**src/rtl/link_pkg.sv**
```systemverilog
// Shared types and helpers for the token-ring link monitor.
package link_pkg;

   localparam int unsigned TOKEN_W = 32;

   typedef struct packed {
      logic               wen;
      logic [TOKEN_W-1:0] token;
      logic [TOKEN_W-1:0] clk_cnt;
      logic [TOKEN_W-1:0] id;
   } link_bundle_t;

   typedef enum logic [1:0] {
      IDLE,
      RUN,
      DONE
   } mon_state_t;

   function automatic logic [15:0] sat_inc16(input logic [15:0] v);
      return (v == '1) ? v : v + 16'd1;
   endfunction

endpackage

```
**src/rtl/link_lat_stats.sv**
```systemverilog
// Per-run latency statistics: running minimum, maximum and saturating sum.
module link_lat_stats
   import link_pkg::*;
#(
   parameter int unsigned SUM_W = 48
) (
   input  logic               clk,
   input  logic               rstn,
   input  logic               clr,
   input  logic               upd,
   input  logic [TOKEN_W-1:0] lat,
   output logic [TOKEN_W-1:0] lat_min,
   output logic [TOKEN_W-1:0] lat_max,
   output logic [SUM_W-1:0]   lat_sum
);

   // One extra bit catches the carry out so the sum clamps instead of wrapping.
   logic [SUM_W:0] sum_ext;

   assign sum_ext = {1'b0, lat_sum} + (SUM_W+1)'(lat);

   always_ff @(posedge clk or negedge rstn) begin
      if (!rstn) begin
         lat_min <= '1;
         lat_max <= '0;
         lat_sum <= '0;
      end else if (clr) begin
         lat_min <= '1;
         lat_max <= '0;
         lat_sum <= '0;
      end else if (upd) begin
         if (lat < lat_min) lat_min <= lat;
         if (lat > lat_max) lat_max <= lat;
         lat_sum <= sum_ext[SUM_W] ? '1 : sum_ext[SUM_W-1:0];
      end
   end

endmodule

```
**src/rtl/link_token_monitor.sv**
```systemverilog
// Last-link monitor: forwards the bundle one cycle late, checks sequence/id,
// measures latency and raises a benchmark event every EVENT_DIV tokens.
module link_token_monitor
   import link_pkg::*;
#(
   parameter logic [31:0] EXP_ID    = 32'd0,
   parameter int unsigned EVENT_DIV = 16,
   parameter int unsigned SUM_W     = 48
) (
   input  logic               i_clk,
   input  logic               i_rstn,
   input  logic               i_wen,
   input  logic [TOKEN_W-1:0] i_token,
   input  logic [TOKEN_W-1:0] i_clk_cnt,
   input  logic [TOKEN_W-1:0] i_id,
   input  logic               i_start,
   input  logic [31:0]        i_n_tokens,
   output logic               o_wen,
   output logic [TOKEN_W-1:0] o_token,
   output logic [TOKEN_W-1:0] o_clk_cnt,
   output logic [TOKEN_W-1:0] o_id,
   output logic               o_benchmark_event,
   output logic               o_busy,
   output logic               o_done,
   output logic [31:0]        o_count,
   output logic [31:0]        o_lat_min,
   output logic [31:0]        o_lat_max,
   output logic [SUM_W-1:0]   o_lat_sum,
   output logic [15:0]        o_seq_err,
   output logic [15:0]        o_id_err
);

   link_bundle_t       in_b;
   link_bundle_t       out_b;
   mon_state_t         state;
   logic [31:0]        cyc_cnt;
   logic [31:0]        target;
   logic [31:0]        count;
   logic [31:0]        div_cnt;
   logic [TOKEN_W-1:0] expected;
   logic [TOKEN_W-1:0] lat;
   logic               first;
   logic               my_event;
   logic [15:0]        seq_err;
   logic [15:0]        id_err;
   logic               accept;
   logic               begin_run;
   logic               last_tok;

   assign in_b      = '{wen: i_wen, token: i_token, clk_cnt: i_clk_cnt, id: i_id};
   assign accept    = (state == RUN) && i_wen;
   assign begin_run = (state != RUN) && i_start;
   assign lat       = cyc_cnt - i_clk_cnt;
   assign last_tok  = accept && ((count + 32'd1) == target);

   always_ff @(posedge i_clk or negedge i_rstn) begin
      if (!i_rstn) out_b <= '0;
      else         out_b <= in_b;
   end

   always_ff @(posedge i_clk or negedge i_rstn) begin
      if (!i_rstn) begin
         state       <= IDLE;
         cyc_cnt     <= '0;
         target      <= '0;
         count       <= '0;
         div_cnt     <= '0;
         expected    <= '0;
         first       <= 1'b1;
         my_event <= 1'b0;
         seq_err     <= '0;
         id_err      <= '0;
      end else begin
         cyc_cnt     <= cyc_cnt + 32'd1;
         my_event <= 1'b0;
         // A start strobe wins over a coincident token: the token is only forwarded.
         if (begin_run) begin
            state   <= RUN;
            count   <= '0;
            div_cnt <= '0;
            seq_err <= '0;
            id_err  <= '0;
            first   <= 1'b1;
            target  <= (i_n_tokens == '0) ? 32'd1 : i_n_tokens;
         end else if (accept) begin
            count <= count + 32'd1;
            if (i_id != EXP_ID) id_err <= sat_inc16(id_err);
            if (!first && (i_token != expected)) seq_err <= sat_inc16(seq_err);
            expected <= i_token + 1'b1;
            first    <= 1'b0;
            if (div_cnt == 32'(EVENT_DIV - 1)) begin
               div_cnt     <= '0;
               my_event <= 1'b1;
            end else begin
               div_cnt <= div_cnt + 32'd1;
            end
            if (last_tok) state <= DONE;
         end
      end
   end

   link_lat_stats #(
      .SUM_W (SUM_W)
   ) u_stats (
      .clk     (i_clk),
      .rstn    (i_rstn),
      .clr     (begin_run),
      .upd     (accept),
      .lat     (lat),
      .lat_min (o_lat_min),
      .lat_max (o_lat_max),
      .lat_sum (o_lat_sum)
   );

   assign o_wen             = out_b.wen;
   assign o_token           = out_b.token;
   assign o_clk_cnt         = out_b.clk_cnt;
   assign o_id              = out_b.id;
   assign o_benchmark_event = my_event;
   assign o_busy            = (state == RUN);
   assign o_done            = (state == DONE);
   assign o_count           = count;
   assign o_seq_err         = seq_err;
   assign o_id_err          = id_err;

endmodule

```
**config.mk**
```make
export PLATFORM = sky130hd
export DESIGN_NAME = link_token_monitor
export DESIGN_NICKNAME = d
export VERILOG_FILES = /design/src/rtl/link_pkg.sv /design/src/rtl/link_lat_stats.sv /design/src/rtl/link_token_monitor.sv
export SDC_FILE = /design/constraint.sdc
export NUM_CORES = 1
export LEC_CHECK = 0
export CORE_MARGIN = 2
export CORE_UTILIZATION = 54
export CTS_CLUSTER_DIAMETER = 60
export DETAILED_ROUTE_END_ITERATION = 12
export PLACE_DENSITY = 0.89
export SYNTH_ARGS = -nofsm -noshare
export SYNTH_HDL_FRONTEND = slang
export SYNTH_SLANG_ARGS = --single-unit
```
**constraint.sdc**
```tcl
create_clock -name i_clk -period 7.3 [get_ports i_clk]
set_clock_uncertainty 0.15 [all_clocks]
set_input_delay 1.46 -clock i_clk [delete_from_list [all_inputs] [get_ports i_clk]]
set_output_delay 1.46 -clock i_clk [all_outputs]
set_load 0.02 [all_outputs]
```
==> out/results.tsv <==
stage	metric	value	unit
status	outcome	finished clean	
placed_design	RD Place Congestion	0.947	
drt	average vias per placed instance	5.95	
drt	Iter 0 DRT Violations	1539	
sta	Peak Freq	151	MHz
sta	final worst-path cycle share	90.9	%
critical_path	arrival time worst endpoint	6950	ps
clock_network	number of hold buffers added after cts	0	
layout	core utilization of the finished layout	69.2	%
pwr	highest ir drop seen on vdd	0.275	mV
synthesis	Post-synth EDFFs	0	
global_routing	routing layer with the top usage in global route	met2	
sta	setup repair after global routing missed its margin	false	
global_routing	total grt overflow	0	
run	maximum capacitance violations	0	
floorplan	Die H	209	um
floorplan	number of top-level pins	408	
critical_path	Critical Path Sink Type	register	
critical_path	largest fanout on the critical path	20	
placed_design	setup slack after placement	134	ps
floorplan	count of standard-cell rows	75	
critical_path	Register-to-Register Setup Slack	1550	ps
sta	relative slew slack	15.7	%
layout	leading cell type in the layout, fill and taps excluded	sky130_fd_sc_hd__clkdlybuf4s50_1	
synthesis	XOR/XNOR Fraction of Synth Area	8.24	%
synthesis	largest family of logic cells by synthesized area	simple AND/OR/NAND/NOR gates	
synthesis	Post-synth ARST share	100	%
global_routing	M1 GR Usage	38.0	%
synthesis	sequential fraction of the synthesis area	44.7	%
critical_path	CP required	7620	ps
floorplan	initial core utilization	54.5	%
global_routing	global-route wire length before repair	109	mm
drt	routed wire length	68.8	mm
placed_design	total half-perimeter wirelength after legalization and detailed placement	50.2	mm
clock_network	register clock-pin slew on the reported worst setup and hold paths	60	ps
synthesis	most instantiated flip-flop cell in the synthesis netlist	sky130_fd_sc_hd__dfrtp_1	
synthesis	YS warnings	0	
placed_design	DP Area	27300	sq um
synthesis	post-synthesis net count	2693	
synthesis	Netlist Area Pre-Place	22800	sq um
floorplan	total die area	43800	sq um
sta	final worst setup slack	664	ps
clock_network	Longest Clk Path Bufs	3	
synthesis	synthesized instance count	2427	
global_routing	Global Route met3 Usage	6.42	%
drt	WL per Instance	20.3	um
synthesis	adder-cell area share of the yosys netlist	7.43	%
global_routing	vias in the first global route	20400	
clock_network	number of buffers inserted to repair setup after CTS	0	
critical_path	kind of critical path	in -> reg	
sta	final setup violating endpoints	0	
clock_network	H-tree depth	2	
clock_network	clock latency at the later pin of the worst-skew pair	590	ps
drt	number of optimization iterations in the first detailed-route pass	6	
floorplan	Core Area	41800	sq um
synthesis	synthesis-stage register bit count	405	
floorplan	die extent in x	209	um
clock_network	cell chosen for the clock root	sky130_fd_sc_hd__clkbuf_16	
sta	Sum Neg Setup Slack	0	ps
layout	share of cells above drive strength 1	6.12	%
clock_network	number of instances resized during post-cts repair	0	
global_routing	Total Routing Usage GR	31.0	%
min_path	class of the tightest hold or removal check	reg -> reg	
global_routing	initial antenna violation count	1	
sta	pin slew with the least headroom to its limit	1260	ps
synthesis	share of the synthesized area in compound gates (AO/OA/AOI/OAI)	14.9	%
synthesis	mean instance size in the synthesized netlist	9.37	sq um
global_routing	global routing met2 resource utilization	52.7	%
placed_design	count of buffers from port buffering	407	
sta	crit path time final	6640	ps
synthesis	Yosys cell types	87	
drt	Remaining DRCs	0	
clock_network	clock tree from TritonCTS	yes	
pwr	post-layout power	9.13	mW
layout	fillcell total	3052	
critical_path	CP startpoint kind	primary input	
sta	final hold viol count	0	
synthesis	share of synthesized cell area in and, or, nand and nor gates	17.5	%
layout	signed area change from the synthesized netlist to the final layout	27.0	%
pwr	Static Leakage	12.9	nW
layout	# nets final	3072	
layout	commonest cells after routing, fill and taps aside	406 x sky130_fd_sc_hd__clkdlybuf4s50_1, 372 x sky130_fd_sc_hd__dfrtp_1, 306 x sky130_fd_sc_hd__nand2_1	
clock_network	total CTS buffers	46	
synthesis	share of cell area taken by muxes after synthesis	2.82	%
layout	Final Instance Area	28900	sq um
drt	Post-DRT Antenna Nets	0	
sta	fin. max-slew vios	0	
drt	vias	20100	
clock_network	count of clock tree sinks	405	
global_routing	maximum number of pins on one net before global-route repair	177	
pwr	power density over the cells	316	nW/um^2
final timing paths:
kind | from | depth (start not counted) | to
max in group asynchronous | i_rstn | 2 | cyc_cnt[28]$_DFF_PN0_
worst min register to register | first$_DFFE_PN1P_ | 2 | first$_DFFE_PN1P_
worst max-delay path | i_clk_cnt[1] | 24 | u_stats.lat_sum[6]$_DFFE_PN0P_
worst max register to register | cyc_cnt[0]$_DFF_PN0_ | 25 | u_stats.lat_sum[47]$_DFFE_PN0P_
min in group asynchronous | i_rstn | 1 | o_id[8]$_DFF_PN0_
worst min-delay path | first$_DFFE_PN1P_ | 2 | first$_DFFE_PN1P_
Yosys cell counts, types with 10 or more instances:
master                     number  area [sq um]
sky130_fd_sc_hd__dfrtp_1      372          9310
sky130_fd_sc_hd__dfstp_2       33           867
sky130_fd_sc_hd__nand4_1       57           357
sky130_fd_sc_hd__or3_1         12          75.1
sky130_fd_sc_hd__o21a_1        15           113
sky130_fd_sc_hd__nor2b_1       18           113
sky130_fd_sc_hd__clkbuf_1      65           244
sky130_fd_sc_hd__a22o_1        13           114
sky130_fd_sc_hd__a21o_1        38           285
sky130_fd_sc_hd__and4_1        13           114
sky130_fd_sc_hd__buf_2         11          55.1
sky130_fd_sc_hd__a31oi_1       41           257
sky130_fd_sc_hd__nor3_1        35           175
sky130_fd_sc_hd__xnor2_1      139          1220
sky130_fd_sc_hd__nor2_1       151           567
sky130_fd_sc_hd__a211oi_1      10          75.1
sky130_fd_sc_hd__xor2_1        75           657
sky130_fd_sc_hd__mux2i_1       63           631
sky130_fd_sc_hd__nand3_1       77           385
sky130_fd_sc_hd__o21ai_0      179           896
sky130_fd_sc_hd__o31ai_1       24           180
sky130_fd_sc_hd__a21oi_1      135           676
sky130_fd_sc_hd__nand2_1      306          1150
sky130_fd_sc_hd__inv_1        161           604
sky130_fd_sc_hd__and3_1        60           375
sky130_fd_sc_hd__nor4_1        32           200
sky130_fd_sc_hd__and2_1        14          87.6
sky130_fd_sc_hd__ha_1         132          1650
registers in the layout (all words and copies together), names as in the netlist:
register,count
cyc_cnt,32
div_cnt,32
expected,32
first,1
o_benchmark_event,1
o_clk_cnt,32
o_count,32
o_id,32
o_id_err,16
o_seq_err,16
o_token,32
o_wen,1
state,2
target,32
u_stats.lat_max,32
u_stats.lat_min,32
u_stats.lat_sum,48
layer usage:
layer,vias to the layer above,share of wire [%]
met4,0,4.6
met2,901,48
met5,-,0
met1,9756,40
met3,179,7.8
li1,9281,-
power by group:
group,switching [mW],total (mW),internal [mW]
sequential,0.468,3.18,2.72
clock,0.975,2.39,1.42
combinational,1.96,3.55,1.59
worst max-delay path, cell delays in order:
cell and delay, ps:
sky130_fd_sc_hd__clkdlybuf4s50_1 480, sky130_fd_sc_hd__inv_1 80, sky130_fd_sc_hd__ha_1 280, sky130_fd_sc_hd__nor2b_1 140
sky130_fd_sc_hd__o31a_1 290, sky130_fd_sc_hd__o211ai_2 210, sky130_fd_sc_hd__a21oi_1 130, sky130_fd_sc_hd__o31a_1 380
sky130_fd_sc_hd__a31o_2 310, sky130_fd_sc_hd__o21a_1 220, sky130_fd_sc_hd__xnor2_1 300, sky130_fd_sc_hd__inv_1 170
sky130_fd_sc_hd__ha_1 390, sky130_fd_sc_hd__nand2_1 90, sky130_fd_sc_hd__nor2_1 50, sky130_fd_sc_hd__a211oi_1 330
sky130_fd_sc_hd__o211ai_1 220, sky130_fd_sc_hd__o31ai_4 320, sky130_fd_sc_hd__o2111ai_2 150, sky130_fd_sc_hd__nand2_2 160
sky130_fd_sc_hd__o21a_1 350, sky130_fd_sc_hd__buf_12 210, sky130_fd_sc_hd__a21oi_1 80, sky130_fd_sc_hd__a21o_1 150
stage by stage:
step,hold WS (ps),cells
after floorplan,289,2427
after global placement,304,3297
after detailed placement,305,3297
after CTS,316,3382
after global routing,348,3383
final,316,3383
kinds of logic after synthesis:
group,Yosys count
flops,405
simple gates,816
mux,64
fa+ha+maj,134
compound gates,542
xor+xnor,214
buf+inv,252
layout make-up:
| class | instances | area (sq um) | share of cell area (%) |
|---|---|---|---|
| Clock buffer | 64 | 1330 | 4.60 |
| Tap cell | 539 | 674 | 2.33 |
| Multi-Input combinational cell | 1770 | 11600 | 40.2 |
| Inverter | 161 | 604 | 2.09 |
| Antenna cell | 1 | 2.50 | 0.00866 |
| Sequential cell | 405 | 10200 | 35.2 |
| Clock inverter | 21 | 236 | 0.819 |
| Timing Repair Buffer | 422 | 4240 | 14.7 |
No activity file was read; power rests on OpenSTA's default activity.
